==> src/rtl/mult_div_unit.sv <==
// Iterative multiply/divide unit: shift-add multiply and restoring divide, one bit per cycle.
// Define MDU_SIGNED_EN to enable signed MULT/DIV (op[0]); otherwise op[0] is ignored.
module mult_div_unit #(
  parameter int WORD_W = 32
) (
  input  logic              CLK,
  input  logic              RST,
  input  logic              start,
  input  logic [1:0]        op,
  input  logic [WORD_W-1:0] porta,
  input  logic [WORD_W-1:0] portb,
  output logic              busy,
  output logic              done,
  output logic [WORD_W-1:0] hi,
  output logic [WORD_W-1:0] lo,
  output logic              dz
);

  // state  | meaning
  // S_IDLE | waiting for start
  // S_BUSY | cnt 0: load magnitudes (or divide-by-zero exit); cnt 1..WORD_W: one bit per cycle
  // S_DONE | hi/lo valid, done pulse
  typedef enum logic [1:0] {
    S_IDLE = 2'd0,
    S_BUSY = 2'd1,
    S_DONE = 2'd2
  } state_t;

  localparam int CNT_W = 6;
  localparam logic [CNT_W-1:0] LAST_CNT = CNT_W'(WORD_W);

  state_t            state_q, state_d;
  logic [CNT_W-1:0]  cnt_q;
  logic [1:0]        op_q;
  logic [WORD_W-1:0] a_q, b_q, m_q;
  logic [WORD_W-1:0] acc_hi, acc_lo;
  logic [WORD_W-1:0] hi_q, lo_q;
  logic              dz_q;

  logic              is_div, div_zero;
  logic [WORD_W-1:0] mag_a, mag_b;
  logic [WORD_W-1:0] step_hi, step_lo;
  logic [WORD_W-1:0] res_hi, res_lo;
  logic [WORD_W:0]   mul_sum, div_shift;
  logic [WORD_W-1:0] div_diff;
  logic              div_ge;

  assign is_div   = op_q[1];
  assign div_zero = is_div && (b_q == '0);

  always_ff @(posedge CLK) begin
    if (RST) state_q <= S_IDLE;
    else     state_q <= state_d;
  end

  always_comb begin
    state_d = state_q;
    case (state_q)
      S_IDLE: if (start) state_d = S_BUSY;
      S_BUSY: begin
        if (cnt_q == '0) begin
          if (div_zero) state_d = S_DONE;
        end else if (cnt_q == LAST_CNT) begin
          state_d = S_DONE;
        end
      end
      S_DONE:  state_d = S_IDLE;
      default: state_d = S_IDLE;
    endcase
  end

  // multiply: acc_hi:acc_lo shifts right, multiplier bits leave through acc_lo[0]
  // divide:   acc_hi is the partial remainder, dividend bits shift out of acc_lo[MSB]
  always_comb begin
    mul_sum   = {1'b0, acc_hi} + (acc_lo[0] ? {1'b0, m_q} : '0);
    div_shift = {acc_hi, acc_lo[WORD_W-1]};
    div_ge    = div_shift >= {1'b0, m_q};
    div_diff  = div_shift[WORD_W-1:0] - m_q;
    step_hi   = mul_sum[WORD_W:1];
    step_lo   = {mul_sum[0], acc_lo[WORD_W-1:1]};
    if (is_div) begin
      step_hi = div_ge ? div_diff : div_shift[WORD_W-1:0];
      step_lo = {acc_lo[WORD_W-2:0], div_ge};
    end
  end

`ifdef MDU_SIGNED_EN
  logic                neg_a, neg_b, neg_res;
  logic [2*WORD_W-1:0] prod, prod_fix;

  assign neg_a    = op_q[0] & a_q[WORD_W-1];
  assign neg_b    = op_q[0] & b_q[WORD_W-1];
  assign neg_res  = neg_a ^ neg_b;
  assign mag_a    = neg_a ? -a_q : a_q;
  assign mag_b    = neg_b ? -b_q : b_q;
  assign prod     = {step_hi, step_lo};
  assign prod_fix = neg_res ? -prod : prod;
  // remainder follows the dividend's sign, quotient/product follow the sign product
  assign res_hi   = is_div ? (neg_a   ? -step_hi : step_hi) : prod_fix[2*WORD_W-1:WORD_W];
  assign res_lo   = is_div ? (neg_res ? -step_lo : step_lo) : prod_fix[WORD_W-1:0];
`else
  logic unused_sign;

  assign unused_sign = op_q[0];
  assign mag_a       = a_q;
  assign mag_b       = b_q;
  assign res_hi      = step_hi;
  assign res_lo      = step_lo;
`endif

  always_ff @(posedge CLK) begin
    if (RST) begin
      cnt_q  <= '0;
      op_q   <= '0;
      a_q    <= '0;
      b_q    <= '0;
      m_q    <= '0;
      acc_hi <= '0;
      acc_lo <= '0;
      hi_q   <= '0;
      lo_q   <= '0;
      dz_q   <= 1'b0;
    end else begin
      case (state_q)
        S_IDLE: begin
          if (start) begin
            op_q  <= op;
            a_q   <= porta;
            b_q   <= portb;
            dz_q  <= 1'b0;
            cnt_q <= '0;
          end
        end
        S_BUSY: begin
          cnt_q <= cnt_q + 1'b1;
          if (cnt_q == '0) begin
            if (div_zero) begin
              hi_q <= a_q;
              lo_q <= '1;
              dz_q <= 1'b1;
            end else begin
              acc_hi <= '0;
              acc_lo <= is_div ? mag_a : mag_b;
              m_q    <= is_div ? mag_b : mag_a;
            end
          end else begin
            acc_hi <= step_hi;
            acc_lo <= step_lo;
            if (cnt_q == LAST_CNT) begin
              hi_q <= res_hi;
              lo_q <= res_lo;
            end
          end
        end
        default: ;
      endcase
    end
  end

  assign busy = (state_q != S_IDLE);
  assign done = (state_q == S_DONE);
  assign hi   = hi_q;
  assign lo   = lo_q;
  assign dz   = dz_q;

endmodule

==> config.mk <==
export PLATFORM = sky130hd
export DESIGN_NAME = mult_div_unit
export DESIGN_NICKNAME = d
export VERILOG_FILES = /design/src/rtl/mult_div_unit.sv
export SDC_FILE = /design/constraint.sdc
export NUM_CORES = 1
export LEC_CHECK = 0
export CORE_ASPECT_RATIO = 0.7
export CORE_MARGIN = 4
export CORE_UTILIZATION = 30
export DETAILED_ROUTE_END_ITERATION = 8
export PLACE_DENSITY = 0.5
export SYNTH_ARGS = -nofsm -noshare
export SYNTH_HDL_FRONTEND = slang
export SYNTH_SLANG_ARGS = --single-unit
==> constraint.sdc <==
create_clock -name CLK -period 3.3 [get_ports CLK]
set_input_delay 0.495 -clock CLK [delete_from_list [all_inputs] [get_ports CLK]]
set_output_delay 0.495 -clock CLK [all_outputs]
set_load 0.005 [all_outputs]
======== Word-level counts from Yosys, hierarchy flattened ========
Index checks and enable logic that the tools add are counted.
word-level totals
  register bits after elaboration ......... 235
  input bits .............................. 69
  word-level logic and storage cells ...... 67
  output and inout port bits .............. 67
cells by class
  mux-type cells .......................... 27
  equality and inequality tests ........... 10
  reductions and logical operators ........ 14
  bitwise operators ....................... 1
  $lt $le $gt $ge ......................... 1
  $add $sub $neg .......................... 3
operators by type and width
  cell                 number
  $mux 32              16
  $add 32x32->33       1
  $ge 33x32->1         1
  $logic_not 32->1     1
  $sub 32x32->32       1
  $pmux 6 s2           1
  $ne 2x2->1 const B   5
  $reduce_and 3->1     3
  $mux 2               4
  $add 6x1->6 const B  1
  $eq 6x6->1 const B   1
  $logic_not 6->1      1
  $mux 6               1
  $ne 3x3->1 const B   2
  $reduce_and 2->1     3
  $reduce_bool 2->1    3
  $pmux 2 s2           1
  $reduce_and 4->1     1
  $mux 1               3
  $eq 2x1->1 const B   1
  $eq 2x2->1 const B   1
  $logic_not 2->1      1
  $pmux 1 s2           1
  $logic_and 1x1->1    1
  $not 1->1            1

======== Longest topological paths before layout ========
  depth after elaboration ................. 5
  gate-level depth with buffers ........... 15
  depth with buffers taken out ............ 14

======== Least setup slack after synthesis ========
Ideal clock, no wire load.
  path type ............................... reg2reg
  start ................................... register acc_lo[0]
  end ..................................... register hi_q[31] (netlist: hi[31])
  path buffers ............................ 1
  setup time .............................. 0.120 ns
  clock period less this slack ............ 3.205 ns
  required time ........................... 3.180 ns
  stages on the path, launching flop included .. 15
  setup slack ............................. 0.095 ns
  arrival ................................. 3.085 ns
  cells stage by stage .................... dfxtp_1 > clkbuf_1 > and2_1 > ha_1 > fa_1 > a211oi_1 > o211ai_1 > a21oi_1 > a31oi_1 > a41oi_1 > o21a_1 > o211ai_1 > o211ai_1 > o31ai_1 > o31a_1
between the ends
  word-level cells in the longest chain between the ends .. 5
ends and longest elaborated chain
  item                    line  text
  start, declared         36    logic [WORD_W-1:0] acc_hi, acc_lo;
  start signal, assigned  143   acc_lo <= is_div ? mag_a : mag_b;
  start signal, assigned  148   acc_lo <= step_lo;
  $mux 32                 75    mul_sum = {1'b0, acc_hi} + (acc_lo[0] ? {1'b0, m_q} : '0);
  $add 32x32->33          75
  $mux 32                 81    if (is_div) begin
  $mux 32                 149   if (cnt_q == LAST_CNT) begin
  $mux 32                 136   if (cnt_q == '0) begin
  end signal, assigned    138   hi_q <= a_q;
  end signal, assigned    150   hi_q <= res_hi;
  end, declared           37    logic [WORD_W-1:0] hi_q, lo_q;
Every way passes these cells. The select of a mux whose other input is x is not followed.
A chain may end at the register's enable or synchronous reset.

======== Worst setup path after layout ========
  start ................................... register m_q[0]
  end ..................................... register hi_q[31] (netlist: hi[31])
between the ends
  word-level cells in the longest chain between the ends .. 5
  elaborated cells on any way between the ends .. 8
  classes of those cells .................. add/sub: 2; order compare: 1; mux: 5
ends and longest elaborated chain
  item                                              line    text
  start, declared                                   35      logic [WORD_W-1:0] a_q, b_q, m_q;
  start signal, assigned                            144     m_q <= is_div ? mag_b : mag_a;
  $mux 32, or another cell as far along             75
  $add 32x32->33 / $mux 32 (equally long branches)  75, 82
  $mux 32 (*)                                       81
  $mux 32 (*)                                       149
  $mux 32 (*)                                       136
Mark *: on every way between the ends. The rest lies on a longest branch, timed or not. The select of a mux whose other input is x is not followed.

==> reports/results.tsv <==
stage	metric	value	unit
clocking	cts_buffer_depth	3	
timing	relSlewSlack	31.76	%
final_layout	drive_gt1_share	12.48	%
min_path	hp-start	RST	
synth	synth.area.top_cells	dfxtp_1 (34%), nand2_1 (8.7%), mux2i_1 (8.2%)	
place	gp_congestion	0.8894	
timing	fmax	312.6	MHz
worst_setup_path	cp.required	3.71	ns
synth	synth-seq-cells	234	
synth	synth.distinct_cells	70	
final_layout	final_cell_mix	nand2_1 (322), dfxtp_1 (227), a21oi_1 (210)	
timing	slew_violations	0	
global_routing	overflow	0	
timing	period_needed	3.199	ns
timing	worstMarginPinSlew	1.024	ns
clocking	cts_buffers	23	
die	rows	65	
place	hpwl	37590	microns
synth	synth_edf_count	0	
routing	drt.antenna.violating_nets	0	
global_routing	grt_max_degree	179	
place	io_buffer_count	134	
power_and_ir_drop	powerDensity	409.5	mW/mm^2
synth	netlist_instances	1833	
routing	vias_per_cell	5.281	
worst_setup_path	startpoint_type	flop	
timing	holdWs	0.2498	ns
power_and_ir_drop	power.leakage	6.827	nW
power_and_ir_drop	ir_drop	0.0002568	V
clocking	worstSkewPairLatency	0.53	ns
die	ioPinCount	136	
final_layout	syn2layout_area_growth	27.55	%
synth	synth_top_area_share	33.68	%
die	initial_core_util	30.60	%
timing	skew	0.02774	ns
global_routing	grt_pass1_wl	77670	microns
timing	rsz0062_at_grt	true	
synth	synth_top_area_cell	dfxtp_1	
synth	synth_area	0.01391	sq mm
synth	synth_flop_cell	dfxtp_1	
final_layout	final_common_cell	nand2_1	
run_status	status	complete, no violations	
routing	first_iter_violations	1054	
timing	setup_tns	0	ns
clocking	cts_max_level	1	
min_path	min_to	acc_hi[16]	
clocking	postCtsHoldBufs	0	
routing	wl_per_cell	19.25	microns
min_path	hold_depth	2	
routing	drc	0	
clocking	cts_tree	done	
worst_setup_path	r2r_end	hi[31]	
timing	layout_setup_ws	0.1012	ns
clocking	cts_root_buf	clkbuf_16	
timing	hold_viol	0	
clocking	clock-sinks	234	
synth	ys_async_sr_fraction	0	%
timing	fin_crit_sh	96.93	%
synth	yosysSeqAreaShare	33.68	%
flow_run	drv_cap	0	
worst_setup_path	worst_ep_arrival_time	3.61	ns
routing	firstDrtPassIters	5	
min_path	hold_path_class	in -> reg	
synth	synth_warnings	0	
timing	finalSetupViolations	0	
place	place_ws	-0.3003	ns
clocking	clk_pin_slew_worst_paths	0.08	ns
global_routing	antenna_found_initial	0	
worst_setup_path	critPathMaxFanout	4	
final_layout	final_nets	2134	
die	fp.dieArea	0.04993	sq mm
final_layout	n_antenna_cell	0	
die	dieHeight	188.2	microns
worst_setup_path	rrSetupSlack	0.10	ns
synth	syn_avg_cell_area	7.588	sq um
worst_setup_path	critPathKind	reg -> reg	
die	die_x	265.4	microns
die	core	0.04546	sq mm
synth	syn_nets	1970	
worst_setup_path	endpoint_kind	flop	
routing	vias	13810	
routing	wl	50330	microns
worst_setup_path	timing.rr.start	m_q[0]	
global_routing	grt_pass1_vias	13500	
worst_setup_path	reg2regPathDepth	14	
global_routing	grtUsageTotal	19.29	%
==> how the worst max path moves through the flow <==
| stage | startpoint | end | slack [ns] |
|---|---|---|---|
| 3_3_place_gp | b_q[26] | hi[13] | -0.21 |
| 4_1_cts | acc_lo[31] | hi[20] | -0.02 |
| 2_1_floorplan | acc_lo[0] | hi[31] | 0.1 |
| 6_report | m_q[0] | hi[31] | 0.10 |
| 3_5_place_dp | b_q[26] | hi[18] | -0.30 |
| 5_1_grt | m_q[0] | hi[31] | -0.03 |
==> repair_timing <==
action / in CTS / in global routing
pin swaps: 2 / 32
gates resized for setup: 15 / 78
setup endpoints to repair: 114 / 78
buffers inserted: 0 / 7
==> area by class of cell <==
| type | count | area (sq um) |
|---|---|---|
| clock inverters | 9 | 105.1 |
| well taps | 603 | 754.5 |
| flip-flops and latches | 234 | 4696 |
| multi-input cells | 1430 | 8997 |
| clock buffers | 31 | 625.6 |
| repair buffers | 258 | 2376 |
| inverters | 50 | 187.7 |
| fillers | 4670 | 27720 |
==> worst max-delay path: stages (launching register included) <==
cell and delay (ns):
dfxtp_2 0.32, and2_4 0.16, ha_4 0.16, fa_2 0.39, a211oi_2 0.26, o211ai_1 0.16
a21oi_1 0.20, buf_4 0.17, a31oi_4 0.11, a41oi_2 0.30, o21a_1 0.21, o211ai_1 0.13
o211ai_1 0.14, o31ai_2 0.13, o31a_1 0.25
==> sequential cells by signal (all words and copies together), names as in the netlist <==
register  count
cnt_q         6
a_q          32
hi           32
b_q          32
m_q          32
lo           32
dz            1
state_q       2
acc_hi       32
acc_lo       32
op_q          1
==> logic make-up (layout without fill, tap and decap cells) <==
logic type | count (synthesis) | after routing | share of synthesized area, %
buffers and inverters | 169 | 348 | 4.803
multiplexers | 115 | 115 | 8.285
AND/OR/NAND/NOR | 709 | 709 | 22.33
AO/OA/AOI/OAI | 483 | 483 | 21.22
XOR/XNOR | 55 | 55 | 3.463
flip-flops | 234 | 234 | 33.68
adder cells (fa/ha/maj) | 68 | 68 | 6.225
==> cell usage after synthesis, drive strengths merged, types with 22 or more instances <==
cell type,count
a211oi,49
a21oi,220
and2,40
buf,33
clkbuf,86
dfxtp,234
ha,66
inv,50
mux2i,114
nand2,325
nand3,51
nor2,170
nor3,48
o211ai,22
o21ai,78
xnor2,36
==> stage by stage <==
stage	instance area, sq um	std cells	total power [W]	util (%)
2_1_floorplan	13910	1833	0.004000	-
3_3_place_gp	16530	2568	0.004578	36.35
3_5_place_dp	16530	2568	0.004588	36.35
4_1_cts	17330	2608	0.007261	38.12
5_1_grt	17740	2615	0.007582	39.03
6_report	17740	2615	0.007266	39.03
==> metal layers <==
| metal | wire length, microns | vias to the layer above | part of all wire [%] | track usage (%) |
|---|---|---|---|---|
| met1 | 24890 | 6602 | 49 | 28.58 |
| met3 | 2697 | 57 | 5.4 | 3.174 |
| li1 | - | 6773 | - | - |
| met2 | 21740 | 378 | 43 | 29.52 |
| met5 | 0 | - | 0 | 0 |
| met4 | 1005 | 0 | 2.0 | 3.838 |
==> power breakdown <==
part / total, W / leakage [nW] / switching, W / internal [W]
registers: 0.00307 / 1.91 / 0.000133 / 0.00294
logic: 0.00152 / 4.56 / 0.000900 / 0.000622
clock network: 0.00267 / 0.357 / 0.00118 / 0.00149
total: 0.00727 / 6.83 / 0.00221 / 0.00505
Power figures use the tool's default switching activity.
